`src/rtl/ar_id_gate_pkg.sv`:
```
// Shared types for the AR ID admission gate: default ID width, ID count, ID and count types.
package ar_id_gate_pkg;
  localparam int ID_WIDTH_DEF = 4;
  localparam int NUM_IDS      = 2 ** ID_WIDTH_DEF;

  typedef logic [ID_WIDTH_DEF-1:0] id_t;
  typedef logic [ID_WIDTH_DEF:0]   cnt_t;
endpackage

```
`src/rtl/ar_reg_slice.sv`:
```
// One-entry valid/ready pipeline register: 1-cycle latency, full throughput,
// payload held stable while out_vld is high and out_rdy is low.
module ar_reg_slice
  import ar_id_gate_pkg::*;
#(
  parameter int W = $bits(id_t)
) (
  input  logic         clk,
  input  logic         rst,
  input  logic         in_vld,
  output logic         in_rdy,
  input  logic [W-1:0] in_dat,
  output logic         out_vld,
  input  logic         out_rdy,
  output logic [W-1:0] out_dat
);

  assign in_rdy = !out_vld || out_rdy;

  always_ff @(posedge clk) begin
    if (rst) begin
      out_vld <= 1'b0;
      out_dat <= '0;
    end else if (in_rdy) begin
      out_vld <= in_vld;
      if (in_vld) out_dat <= in_dat;
    end
  end

endmodule

```
`src/rtl/ar_id_gate.sv`:
```
// AR admission gate: blocks in-flight IDs, caps outstanding reads, 1-cycle registered forward;
// backpressure via combinational up_arready_o. AR_ID_GATE_STATS_EN adds stall_cnt_o.
module ar_id_gate
  import ar_id_gate_pkg::*;
#(
  parameter int ID_WIDTH        = ID_WIDTH_DEF,
  parameter int MAX_OUTSTANDING = 16
) (
  input  logic                  clk,
  input  logic                  rst,
  input  logic [ID_WIDTH-1:0]   up_arid_i,
  input  logic                  up_arvalid_i,
  output logic                  up_arready_o,
  output logic [ID_WIDTH-1:0]   dn_arid_o,
  output logic                  dn_arvalid_o,
  input  logic                  dn_arready_i,
  input  logic [ID_WIDTH-1:0]   r_id_i,
  input  logic                  r_valid_i,
  input  logic                  r_ready_i,
  output logic [2**ID_WIDTH-1:0] busy_o,
`ifdef AR_ID_GATE_STATS_EN
  output logic [15:0]           stall_cnt_o,
`endif
  output logic [ID_WIDTH:0]     outstanding_o,
  output logic                  err_o
);

  localparam int NUM_IDS = 2 ** ID_WIDTH;
  localparam logic [ID_WIDTH:0] MAX_CNT = MAX_OUTSTANDING[ID_WIDTH:0];

  if (MAX_OUTSTANDING < 1 || MAX_OUTSTANDING > NUM_IDS) begin : g_bad_max
    $error("ar_id_gate: MAX_OUTSTANDING must lie in 1..2**ID_WIDTH");
  end

  logic               slot_free;
  logic               accept;
  logic               r_hs;
  logic               retire;
  logic [NUM_IDS-1:0] busy_q;
  logic [NUM_IDS-1:0] busy_nxt;
  logic [ID_WIDTH:0]  cnt_q;
  logic               err_q;

  // No same-cycle bypass: readiness looks only at registered busy/count state.
  assign up_arready_o = slot_free && !busy_q[up_arid_i] && (cnt_q < MAX_CNT);
  assign accept       = up_arvalid_i && up_arready_o;
  assign r_hs         = r_valid_i && r_ready_i;
  assign retire       = r_hs && busy_q[r_id_i];

  ar_reg_slice #(.W(ID_WIDTH)) u_slice (
    .clk     (clk),
    .rst     (rst),
    .in_vld  (accept),
    .in_rdy  (slot_free),
    .in_dat  (up_arid_i),
    .out_vld (dn_arvalid_o),
    .out_rdy (dn_arready_i),
    .out_dat (dn_arid_o)
  );

  // Accept and retire never hit the same ID (busy must be 0 vs 1).
  always_comb begin
    busy_nxt = busy_q;
    if (retire) busy_nxt[r_id_i]    = 1'b0;
    if (accept) busy_nxt[up_arid_i] = 1'b1;
  end

  always_ff @(posedge clk) begin
    if (rst) begin
      busy_q <= '0;
      cnt_q  <= '0;
      err_q  <= 1'b0;
    end else begin
      busy_q <= busy_nxt;
      if (accept && !retire)      cnt_q <= cnt_q + 1'b1;
      else if (!accept && retire) cnt_q <= cnt_q - 1'b1;
      if (r_hs && !busy_q[r_id_i]) err_q <= 1'b1;
    end
  end

  always_ff @(posedge clk) begin
    if (!rst) assert (cnt_q <= MAX_CNT) else $error("ar_id_gate: outstanding count exceeds limit");
  end

`ifdef AR_ID_GATE_STATS_EN
  logic [15:0] stall_q;

  // Only ID/limit stalls count; downstream backpressure (slot busy) does not.
  always_ff @(posedge clk) begin
    if (rst) begin
      stall_q <= '0;
    end else if (up_arvalid_i && slot_free && !up_arready_o && stall_q != 16'hFFFF) begin
      stall_q <= stall_q + 16'd1;
    end
  end

  assign stall_cnt_o = stall_q;
`endif

  assign busy_o        = busy_q;
  assign outstanding_o = cnt_q;
  assign err_o         = err_q;

endmodule

```
`config.mk`:
```
export PLATFORM = sky130hd
export DESIGN_NAME = ar_id_gate
export DESIGN_NICKNAME = d
export VERILOG_FILES = /design/src/rtl/ar_id_gate_pkg.sv /design/src/rtl/ar_reg_slice.sv /design/src/rtl/ar_id_gate.sv
export SDC_FILE = /design/constraint.sdc
export NUM_CORES = 1
export LEC_CHECK = 0
export CELL_PAD_IN_SITES_DETAIL_PLACEMENT = 1
export CELL_PAD_IN_SITES_GLOBAL_PLACEMENT = 2
export CORE_UTILIZATION = 29
export CTS_CLUSTER_DIAMETER = 80
export DETAILED_ROUTE_END_ITERATION = 7
export GPL_ROUTABILITY_DRIVEN = 0
export GPL_TIMING_DRIVEN = 0
export PLACE_DENSITY_LB_ADDON = 0.1
export SLEW_MARGIN = 10
export SYNTH_ARGS = -nofsm -noshare
export SYNTH_HDL_FRONTEND = slang
export SYNTH_SLANG_ARGS = --single-unit
export TNS_END_PERCENT = 50
```
`constraint.sdc`:
```
create_clock -name clk -period 4.65 [get_ports clk]
set_clock_uncertainty 0.15 [all_clocks]
set_input_delay 1.395 -clock clk [delete_from_list [all_inputs] [get_ports clk]]
set_output_delay 1.395 -clock clk [all_outputs]
set_load 0.02 [all_outputs]
```
-- Yosys cells after proc, flatten, opt, wreduce, memory -nomap -nowiden
Index checks and enable logic that the tools add are counted.
- bits of input ports: 14
- output and inout port bits: 28
- flip-flop bits (word level): 27
- order comparisons: 5
- bitwise logic cells: 3
- mux-type cells: 12
- reduce and logical (&&, ||, !) cells: 18
- add/sub/neg operators: 2
- operator list (kind ; number):
    2-to-1 mux 16 bit ; 2
    bitwise AND 16 bit ; 1
    NOT 16 bit ; 1
    OR 16 bit ; 1
    logical AND 1 bit ; 10
    < comparator 4 x 5 -> 1 bit, second input constant ; 2
    2-to-1 mux 5 bit ; 2
    binary-select mux 1 bit (select 4 bit) ; 2
    demux 1 bit (select 4 bit) ; 2
    greater-or-equal comparator 4 x 1 -> 1 bit, second input constant ; 2
    adder 5 x 1 -> 5 bit, second input constant ; 1
    logical NOT 1 bit ; 5
    < comparator 5 bit, second input constant ; 1
    subtractor 5 x 1 -> 5 bit, second input constant ; 1
    2-to-1 mux 1 bit ; 4
    AND reduction 2 bit ; 1
    nonzero test 2 bit ; 1
    logical OR 1 bit ; 1

-- Logic depth before layout (Yosys ltp)
Gate-level depths: netlist (run 1).
- word-level depth: 10
- depth in mapped cells: 14
- gate-level depth less buffers: 13

-- Modules after synthesis
From an unflattened synthesis (run 1), not the netlist that was laid out.
- cells, all modules: 191
- area, all modules: 1754.2 µm²
- by module, submodules not included (module ; cells an instance ; area an instance (µm²) ; instances):
    ar_id_gate ; 169 ; 1536.5 ; 1
    ar_reg_slice ; 22 ; 217.7 ; 1

-- Worst setup path before layout (run 1)
Ideal clock, no wire load.
- path kind: input port to flip-flop
- start point: in r_id_i[0]
- end point: reg cnt_q[4] (netlist: outstanding_o[4])
- data required time: 4379 ps
- arrival: 4028 ps
- path buffers: 1
- stages on the path: 13
- path slack: 351 ps
- path through: buf_4 -> mux4_2 -> nand3b_1 -> nand4_1 -> nand3_1 -> ha_1 -> inv_1 -> ha_1 -> nor2b_1 -> o21a_1 -> or3_1 -> a21oi_1 -> mux2_2
- longest elaborated chain between the ends: 6
- elaborated cells on any way between the ends: 8
- classes of those cells: mux: 3; reduce/logical: 5
- RTL lines (item ; RTL line ; source):
    start: declaration ; ar_id_gate.sv:17 ; input logic [ID_WIDTH-1:0] r_id_i,
    binary-select mux 1 bit (select 4 bit) (*) ; ar_id_gate.sv:48 ; assign retire = r_hs && busy_q[r_id_i];
    2-to-1 mux 1 bit (not written as such) (*) ; ar_id_gate.sv:48 ;
    logical AND 1 bit (*) ; ar_id_gate.sv:48 ;
    logical NOT 1 bit ; ar_id_gate.sv:75 ; if (accept && !retire) cnt_q <= cnt_q + 1'b1;
    logical AND 1 bit ; ar_id_gate.sv:75 ;
    2-to-1 mux 5 bit / nonzero test 2 bit (equally long branches) ; n/a ;
    end signal: assignment ; ar_id_gate.sv:75 ;
    end signal: assignment ; ar_id_gate.sv:76 ; else if (!accept && retire) cnt_q <= cnt_q - 1'b1;
    end: declaration ; ar_id_gate.sv:41 ; logic [ID_WIDTH:0] cnt_q;
Mark *: on every way between the ends. The rest lies on a longest branch, timed or not. The select of a mux whose other input is x is not followed.
A chain may end at the register's enable or synchronous reset.

-- Worst setup path after layout (run 1)
- start point: in up_arid_i[0]
- end point: out up_arready_o
- longest elaborated chain between the ends: 5
- RTL lines (item ; RTL line ; source):
    start: declaration ; ar_id_gate.sv:11 ; input logic [ID_WIDTH-1:0] up_arid_i,
    binary-select mux 1 bit (select 4 bit) ; ar_id_gate.sv:45 ; assign up_arready_o = slot_free && !busy_q[up_arid_i] && (cnt_q < MAX_CNT);
    2-to-1 mux 1 bit (not written as such) ; ar_id_gate.sv:45 ;
    logical NOT 1 bit ; ar_id_gate.sv:45 ;
    logical AND 1 bit (2 in series) ; ar_id_gate.sv:45 ;
    end: declaration ; ar_id_gate.sv:13 ; output logic up_arready_o,
Every way passes these cells. The select of a mux whose other input is x is not followed.

==> results of run 1 <==
## sequential cells by signal (all words and copies together), names as in the netlist
signal	cells
busy_o	16
err_o	1
outstanding_o	5
u_slice.out_dat	4
u_slice.out_vld	1
## cells by family (layout without fill, tap and decap cells)
logic type                 count (synthesis)  in the layout  share of synthesized area (%)
AOI/OAI and AO/OA                         49             49                           21.9
xor gates and xnor gates                   3              3                           1.59
adders and majority gates                  6              6                           4.99
buffers and inverters                     22             67                           6.65
DFF                                       27             27                           32.7
muxes                                     13             13                           11.9
and+or+nand+nor                           61             61                           20.3
## worst reg2reg max path: cells and delay by family, from the launching register on
family / cells / cell delay [ns]
buf+inv: 1 / 0.10
flops: 1 / 0.36
compound gates: 2 / 0.32
mux: 2 / 0.81
simple gates: 5 / 0.96
fa+ha+maj: 2 / 0.52
## final timing paths
kind / to / cells past startpoint / startpoint
setup / recovery: up_arready_o / 5 / up_arid_i[0]
setup reg to reg: outstanding_o[4] / 12 / busy_o[11]
hold / removal: err_o / 2 / err_o
hold reg to reg: err_o / 2 / err_o
## cells in the final DEF, fill, tap and decap left out, types with 2 or more instances in the layout
cell / Yosys / routed
a21oi_1: 11 / 10
a22oi_1: 3 / 3
a311oi_1: 4 / 4
a31o_2: 4 / 4
buf_4: 2 / 5
buf_6: 1 / 2
clkbuf_1: 3 / 4
clkbuf_8: 1 / 4
clkdlybuf4s50_1: 0 / 35
dfxtp_1: 27 / 27
ha_1: 5 / 4
inv_1: 11 / 11
mux2i_1: 6 / 6
mux4_2: 5 / 5
nand2_1: 12 / 11
nand2b_1: 3 / 2
nand3_1: 8 / 6
nand3_2: 0 / 2
nand3b_1: 2 / 2
nand4_1: 3 / 3
nor2_1: 17 / 17
nor2b_1: 3 / 3
nor3_1: 2 / 2
o211ai_1: 6 / 6
o21ai_0: 7 / 7
o311ai_0: 2 / 2
o31ai_1: 6 / 6
o41ai_1: 3 / 3
or3_1: 4 / 4
xor2_1: 3 / 3
## what timing repair did
item / 4_1_cts / 5_1_grt
buffers inserted: 3 / 0
pin swaps: 2 / 1
resized for setup: 7 / 7
setup endpoints to repair: 2 / 2
hold buffers: 0 / 0
## area by class of cell
class                   instances  area, sq um  area share, %
clock buffers                   4         45.0           2.01
multi-input cells             132         1040           46.5
flip-flops and latches         27          541           24.2
inverters                      12         45.0           2.01
plain buffers                  10         71.3           3.19
repair buffers                 41          404           18.1
well taps                      72         90.1           4.03
## where the power goes
group	switching, W	internal (W)
Combinational	0.000165	0.000140
Sequential	0.0000213	0.000256
Clock	0.0000784	0.0000616
Total	0.000265	0.000458
## per-stage QoR
step / instances / cell area, sq um / TNS [ns] / setup WS, ns / power, W
2_1_floorplan: 181 / 1660 / 0 / 0.351 / 0.000472
3_3_place_gp: 291 / 2130 / -0.776 / -0.415 / 0.000571
3_5_place_dp: 291 / 2130 / -0.839 / -0.434 / 0.000579
4_1_cts: 298 / 2210 / 0 / 0.00981 / 0.000727
5_1_grt: 298 / 2240 / 0 / 0.00991 / 0.000774
6_report: 298 / 2240 / 0 / 0.144 / 0.000722
## layer usage
| layer | vias up | track usage, % | wire length, um |
|---|---|---|---|
| li1 | 761 | - | - |
| met1 | 790 | 24.8 | 2460 |
| met2 | 47 | 31.3 | 2600 |
| met3 | 5 | 2.12 | 216 |
| met4 | 0 | 4.53 | 44 |
| met5 | - | 0 | 0 |
==> impl_metrics.tcl, run 1 <==
set metrics [dict create \
    finalNetCount 247 \
    final.hold.worst_slack_ns 0.324 \
    worst-setup-path-type "primary input to primary output" \
    die_h_um 77.6 \
    synthMostInstantiatedCell "dfxtp_1" \
    grt_max_degree 15 \
    r2r_setup_slack_ns 1.33 \
    floorplan.core_area_sq_um 5510 \
    insertion_delay_ns 0.28 \
    yosys-top-cells-area "dfxtp_1 33%, mux4_2 6.8%, nor2_1 3.9%, ha_1 3.8%, mux2i_1 3.6%" \
    floorplan.die.width_um 77.6 \
    clockBufferDepth 2 \
    fmax_mhz 222 \
    timing_hold_violations_final 0 \
    netlist.top_cell.by_area "dfxtp_1" \
    critPathCaptureType "primary output" \
    postRouteWirelength_um 5320 \
    synth_enable_flop_cells 0 \
    ant_nets 0 \
    synth.avg_cell_area_sq_um 9.15 \
    arrival_ns 2.96 \
    max_slew_margin_pct 61.2 \
    std_cell_rows 27 \
    drv_cap 0 \
    drt_iter0_drc 105 \
    wire_per_inst_um 17.8 \
    die_area_sq_um 6010 \
    final_period_minus_worst_setup_slack_ns 4.51 \
    yosys_warnings 0 \
    power_leakage_nw 0.813 \
    holdCritPathClass "flip-flop to flip-flop" \
    floorplan.io_pins 42 \
    final_min_period_over_clock_period_pct 96.9 \
    max_slew.worst_pin.slew_ns 0.582 \
    yosysSeqAreaShare_pct 32.7 \
    initial_core_util_pct 30.1 \
    diodes 0 \
    syn-cell-area_sq_um 1660 \
    grt_pass1_vias 1680 \
    setup_viol 0 \
    critical_path.max_stage_delay_ns 0.60 \
    firstDrtPassIters 4 \
    clkTransAtPathRegs_ns 0.10 \
    cts_htree_levels 1 \
    n_fill_cell 644 \
    postSynth.topFlopCell "dfxtp_1" \
    ys_types 44 \
    gr-usage-all-layers_pct 18.5 \
    area.growth.synth_to_final_pct 35.1 \
    vias 1603 \
    worst-path-max-fanout 7 \
    grt_setup_unrepaired "no" \
    clock-sinks 27 \
    status "finished, final reports clean" \
    timing.critical_path.max_delay_family "buffers and inverters" \
    timing_max_transition_violations_final 0 \
    vdd.ir_drop.worst_mv 0.174 \
    power_per_cell_area_nw_per_um2 323 \
    synthesis.nets 201 \
    critical_path_required_ns 3.11 \
    synthCells 181 \
    synth_commonest_cells "27 x dfxtp_1, 17 x nor2_1, 12 x nand2_1" \
    grt_pass1_wl_um 8670 \
    drive_gt1_share_pct 16.8 \
    route.detailed.vias_per_inst 5.38 \
    final_core_utilization_pct 40.6 \
    slowest_stage "mux4_2" \
    buffer_ports.inserted 38 \
    half_perimeter_wire_length_of_the_detailed_placement_result_um 4010 \
    route.detailed.drc 0 \
    synth_seq_cells 27 \
    clock_tree_from_tritoncts "built" \
    synth-async-reset-ratio_pct 0 \
    synth_top_cell_area_share_pct 32.7 \
    cts_made_buffers 3 \
    grt_antenna_before_repair 0 \
    overflow 0 \
    ctsRootBufferMaster "clkbuf_8" \
    worstPathBufferInverterCount 2 \
    kind_of_start_point_of_the_critical_path "primary input" \
    crit_chain "clkdlybuf4s15_1 > mux4_2 > nand2_4 > and3_1 > dlygate4sd2_1" \
]
No activity file was read; power rests on OpenSTA's default activity.
==> run 2, diff against run 1 <==
--- a/config.mk
+++ b/config.mk
@@ -10,7 +10,6 @@
 export CORE_UTILIZATION = 29
 export CTS_CLUSTER_DIAMETER = 80
 export DETAILED_ROUTE_END_ITERATION = 7
-export GPL_ROUTABILITY_DRIVEN = 0
 export GPL_TIMING_DRIVEN = 0
 export PLACE_DENSITY_LB_ADDON = 0.1
 export SLEW_MARGIN = 10
==> run 2 against run 1 <==
Against the previous run: sequential share of layout area rose by 0.16 points; die area did not move; flip-flop and latch count did not move; fmax fell by 0.36%; non-clock buffer count did not move; highest routed layer unchanged.
==> impl_metrics.tcl, run 2 (synthesis results as in run 1) <==
set metrics [dict create \
    status "finished, final reports clean" \
    floorplan.io_pins 42 \
    cts_hold_buf 0 \
    gr-usage-all-layers_pct 18.6 \
    cts_made_buffers 3 \
    route.detailed.drc 0 \
    drv_cap 0 \
    drive_gt1_share_pct 17.3 \
    r2r_setup_slack_ns 1.26 \
    setup_viol 0 \
    place_ws_ns -0.440 \
    final_core_utilization_pct 40.3 \
    design_power_total_w 0.000717 \
    drt_iter0_drc 73 \
    buffer_ports.inserted 38 \
    ctsRootBufferMaster "clkbuf_8" \
    worst-setup-path-type "primary input to flip-flop" \
    initial_core_util_pct 30.1 \
    kind_of_start_point_of_the_critical_path "primary input" \
    crit_end "outstanding_o[4]" \
    die_area_sq_um 6010 \
    clkTransAtPathRegs_ns 0.10 \
    max_slew_margin_pct 62.9 \
    timing_hold_violations_final 0 \
    floorplan.die.width_um 77.6 \
    ant_nets 0 \
    final_cell_mix "35 x clkdlybuf4s50_1, 27 x dfxtp_1, 17 x nor2_1, 11 x inv_1, 11 x nand2_1" \
    power_leakage_nw 0.804 \
    final_period_minus_worst_setup_slack_ns 4.52 \
    worst-path-max-fanout 10 \
    vdd.ir_drop.worst_mv 0.171 \
    clock-sinks 27 \
    reg2regPathDepth 14 \
    timing_max_transition_violations_final 0 \
    fin_ws_ns 0.127 \
    route.detailed.vias_per_inst 5.38 \
    fmax_mhz 221 \
    rr_endpoint "outstanding_o[4]" \
    area.growth.synth_to_final_pct 34.2 \
    postRouteWirelength_um 5400 \
    critPathCaptureType "flip-flop" \
    insertion_delay_ns 0.27 \
    half_perimeter_wire_length_of_the_detailed_placement_result_um 4070 \
    r2r_start "busy_o[9]" \
    gp_congestion 0.819 \
    firstDrtPassIters 4 \
    diodes 0 \
    final.hold.worst_slack_ns 0.315 \
    vias 1602 \
    die_h_um 77.6 \
    arrival_ns 4.54 \
    critical_path_required_ns 4.67 \
    wire_per_inst_um 18.1 \
    critPathLaunch "r_id_i[1]" \
    max_slew.worst_pin.slew_ns 0.556 \
    clock_tree_from_tritoncts "built" \
    power_per_cell_area_nw_per_um2 323 \
    grt_antenna_before_repair 0 \
    finalNetCount 247 \
    holdCritPathClass "flip-flop to flip-flop" \
    grt_setup_unrepaired "no" \
    hp-start "err_o" \
    cts_htree_levels 1 \
    number_of_flip_flops_in_the_largest_register 16 \
    std_cell_rows 27 \
    mostFrequentLayoutCell "clkdlybuf4s50_1" \
    grt_pass1_vias 1671 \
    final_min_period_over_clock_period_pct 97.3 \
    floorplan.core_area_sq_um 5510 \
    grt_pass1_wl_um 8670 \
    clockBufferDepth 2 \
    overflow 0 \
    grt_max_degree 15 \
]
run 2: changes by cell type in the layout (fill, tap and decap cells not counted), sizes merged:
| cell | previous run | this run |
|---|---|---|
| dlymetal6s2s | 1 | 0 |
| dlygate4sd2 | 1 | 2 |
run 2: final cells by class:
class	count	area (sq um)
clock buffer	4	45.0
timing repair buffer	41	402
fill	662	3290
tap	72	90.1
sequential	27	541
multi-input combinational	132	1030
inverter	12	45.0
buffer	10	67.6
run 2: worst min-delay path by stage:
stage	end	slack, ns	depth (start not counted)
after floorplan	err_o	0.38	2
after global placement	err_o	0.30	2
after detailed placement	err_o	0.30	2
after CTS	err_o	0.32	2
after global routing	err_o	0.35	2
final	err_o	0.32	2
run 2: power by group:
group | total, W | switching (W) | internal (W)
logic | 0.000306 | 0.000166 | 0.000140
registers | 0.000276 | 0.0000208 | 0.000256
clock network | 0.000135 | 0.0000734 | 0.0000613
run 2: per-layer routing:
layer / share of wire [%] / wire [um] / track usage [%] / up-vias
li1: - / - / - / 761
met1: 46 / 2500 / 25.8 / 800
met2: 49 / 2660 / 31.0 / 39
met3: 3.8 / 206 / 2.12 / 2
met4: 0.43 / 23 / 3.40 / 0
met5: 0 / 0 / 0 / -
run 2: critical path, cell delays in order:
cell,delay (ns)
clkdlybuf4s50_1,0.49
buf_4,0.18
mux4_2,0.32
nand3_2,0.14
nand4_1,0.15
nand3_2,0.13
ha_2,0.22
inv_1,0.10
ha_1,0.30
nor2b_1,0.14
o21a_1,0.17
or3_1,0.33
a21oi_2,0.15
mux2_2,0.34
run 2: timing repair:
item | in CTS | in global routing
gates resized for setup | 9 | 4
endpoints found under the hold margin | 0 | 0
setup endpoints to repair | 2 | 1
buffers inserted | 3 | 0
pin swaps | 2 | 0
run 2: stage by stage:
step / setup TNS, ns / instance area, sq um / instances
after floorplan: 0 / 1660 / 181
after global placement: -0.783 / 2130 / 291
after detailed placement: -0.875 / 2130 / 291
after CTS: 0 / 2210 / 298
after global routing: 0 / 2220 / 298
final: 0 / 2220 / 298
==> run 3, diff against run 2 <==
--- a/config.mk
+++ b/config.mk
@@ -7,6 +7,7 @@
 export LEC_CHECK = 0
 export CELL_PAD_IN_SITES_DETAIL_PLACEMENT = 1
 export CELL_PAD_IN_SITES_GLOBAL_PLACEMENT = 2
+export CORE_ASPECT_RATIO = 0.8
 export CORE_UTILIZATION = 29
 export CTS_CLUSTER_DIAMETER = 80
 export DETAILED_ROUTE_END_ITERATION = 7
==> run 3 against run 2 <==
Against the previous run: combinational power decreased by 2%; largest power group unchanged; fmax decreased by 1.5%; hold slack gained 0.024 ns; setup slack worse by 0.070 ns; utilization is 0.35 points higher; largest cell class unchanged; critical path depth down 7; sequential power barely moved; flip-flop and latch count unchanged; register-to-register slack better by 0.10 ns; die area hardly changed.
==> impl_metrics.tcl, run 3 (synthesis results as in run 1) <==
set metrics [dict create \
    half_perimeter_wire_length_of_the_detailed_placement_result_um 3980 \
    max_slew.worst_pin.slew_ns 0.591 \
    firstDrtPassIters 4 \
    crit_end "up_arready_o" \
    power.switching_w 0.000266 \
    slowest_stage "clkdlybuf4s15_1" \
    critPathLaunch "up_arid_i[0]" \
    timing_hold_violations_final 0 \
    max_slew_margin_pct 60.6 \
    diodes 0 \
    mostFrequentLayoutCell "clkdlybuf4s50_1" \
    timing_max_transition_violations_final 0 \
    gp_congestion 0.815 \
    ant_nets 0 \
    drv_cap 0 \
    route.detailed.vias_per_inst 5.17 \
    arrival_ns 3.05 \
    clock-sinks 27 \
    combPwrFrac_pct 41.7 \
    area.growth.synth_to_final_pct 34.3 \
    critPathCaptureType "primary output" \
    critical_path_required_ns 3.11 \
    cts_hold_buf 0 \
    drt_iter0_drc 50 \
    finalNetCount 247 \
    final_period_minus_worst_setup_slack_ns 4.59 \
    drive_gt1_share_pct 16.8 \
    initial_core_util_pct 30.3 \
    r2r_setup_slack_ns 1.36 \
    clock_tree_from_tritoncts "built" \
    vias 1573 \
    worst-setup-path-type "primary input to primary output" \
    grt_antenna_before_repair 0 \
    grt_pass1_wl_um 8350 \
    std_cell_rows 24 \
    clkTransAtPathRegs_ns 0.11 \
    ctsRootBufferMaster "clkbuf_8" \
    vdd.ir_drop.worst_mv 0.113 \
    p_int_w 0.000455 \
    design_power_total_w 0.000721 \
    die_area_sq_um 6020 \
    switching_share_pct 36.9 \
    kind_of_start_point_of_the_critical_path "primary input" \
    wire_per_inst_um 16.7 \
    status "finished, final reports clean" \
    final_min_period_over_clock_period_pct 98.8 \
    overflow 0 \
    r2r_start "busy_o[9]" \
    die_h_um 69.6 \
    floorplan.die.width_um 86.5 \
    floorplan.io_pins 42 \
    setup_viol 0 \
    power_per_cell_area_nw_per_um2 324 \
    crit_chain "clkdlybuf4s15_1 > buf_4 > nor2_1 > a22oi_1 > nand4_2 > and3_1 > dlygate4sd2_1" \
    final_cell_mix "35 x clkdlybuf4s50_1, 27 x dfxtp_1, 17 x nor2_1" \
    reg2regPathDepth 14 \
    insertion_delay_ns 0.28 \
    postRouteWirelength_um 5090 \
    floorplan.core_area_sq_um 5470 \
    grt_setup_unrepaired "no" \
    fmax_mhz 218 \
    clockBufferDepth 2 \
    place_ws_ns -0.460 \
    route.detailed.drc 0 \
    number_of_flip_flops_in_the_largest_register 16 \
    grt_pass1_vias 1604 \
    rr_endpoint "outstanding_o[4]" \
    gr-usage-all-layers_pct 18.1 \
    power_leakage_nw 0.804 \
    cts_htree_levels 1 \
    critical_path.max_stage_delay_ns 0.33 \
    holdCritPathClass "flip-flop to flip-flop" \
    power.share.sequential_pct 38.3 \
    power_frac_clock_pct 19.9 \
    worst-path-max-fanout 10 \
    cts_made_buffers 3 \
    grt_max_degree 16 \
    fin_ws_ns 0.0576 \
    buffer_ports.inserted 38 \
]
-- run 3: routing by layer --
layer	GRT usage (%)	vias up	wire length (um)
met5	0	-	0
met4	3.15	0	49
li1	-	766	-
met2	28.1	32	2240
met1	25.6	769	2590
met3	4.29	6	204
-- run 3: final cells by class --
type | count | area, sq um
timing repair buffer | 41 | 400
inverter | 12 | 45.0
tap | 78 | 97.6
fill | 651 | 3240
sequential | 27 | 541
clock buffer | 3 | 41.3
multi-input combinational | 132 | 1020
buffer | 10 | 71.3
clock inverter | 1 | 5.00
-- run 3: per-stage QoR --
step | area (sq um) | std cells | hold slack [ns] | setup TNS [ns] | utilization, %
after floorplan | 1660 | 181 | 0.383 | 0 | -
after global placement | 2130 | 297 | 0.307 | -0.882 | 39.0
after detailed placement | 2130 | 297 | 0.303 | -0.899 | 39.0
after CTS | 2190 | 302 | 0.337 | 0 | 40.1
after global routing | 2220 | 304 | 0.378 | 0 | 40.7
final | 2220 | 304 | 0.339 | 0 | 40.7
-- run 3: power groups by stage --
stage / Sequential, W / Clock [W] / Combinational [W]
after floorplan: 0.000308 / 0 / 0.000164
after global placement: 0.000280 / 0 / 0.000291
after detailed placement: 0.000282 / 0 / 0.000298
after CTS: 0.000277 / 0.000147 / 0.000302
after global routing: 0.000281 / 0.000155 / 0.000332
final: 0.000276 / 0.000144 / 0.000301
-- run 3: repair_timing --
item                       in CTS  in global routing
pin swaps                       1                  1
setup endpoints to repair       2                  1
gates resized for setup         7                  4
hold endpoints to repair        0                  0
gates cloned                    0                  0
buffers inserted                1                  2
-- run 3: worst min path at each step --
stage / endpoint / slack [ns] / depth (start not counted) / from
global placement: err_o / 0.31 / 2 / err_o
global route: err_o / 0.38 / 2 / err_o
CTS: err_o / 0.34 / 2 / err_o
floorplan: err_o / 0.38 / 2 / err_o
detailed placement: err_o / 0.30 / 2 / err_o
finish: err_o / 0.34 / 2 / err_o
-- run 3: critical path: cells and delay by family --
kind,cells,cell delay [ns]
AO/OA/AOI/OAI,1,0.18
buffers and inverters,3,0.89
AND/OR/NAND/NOR,3,0.58
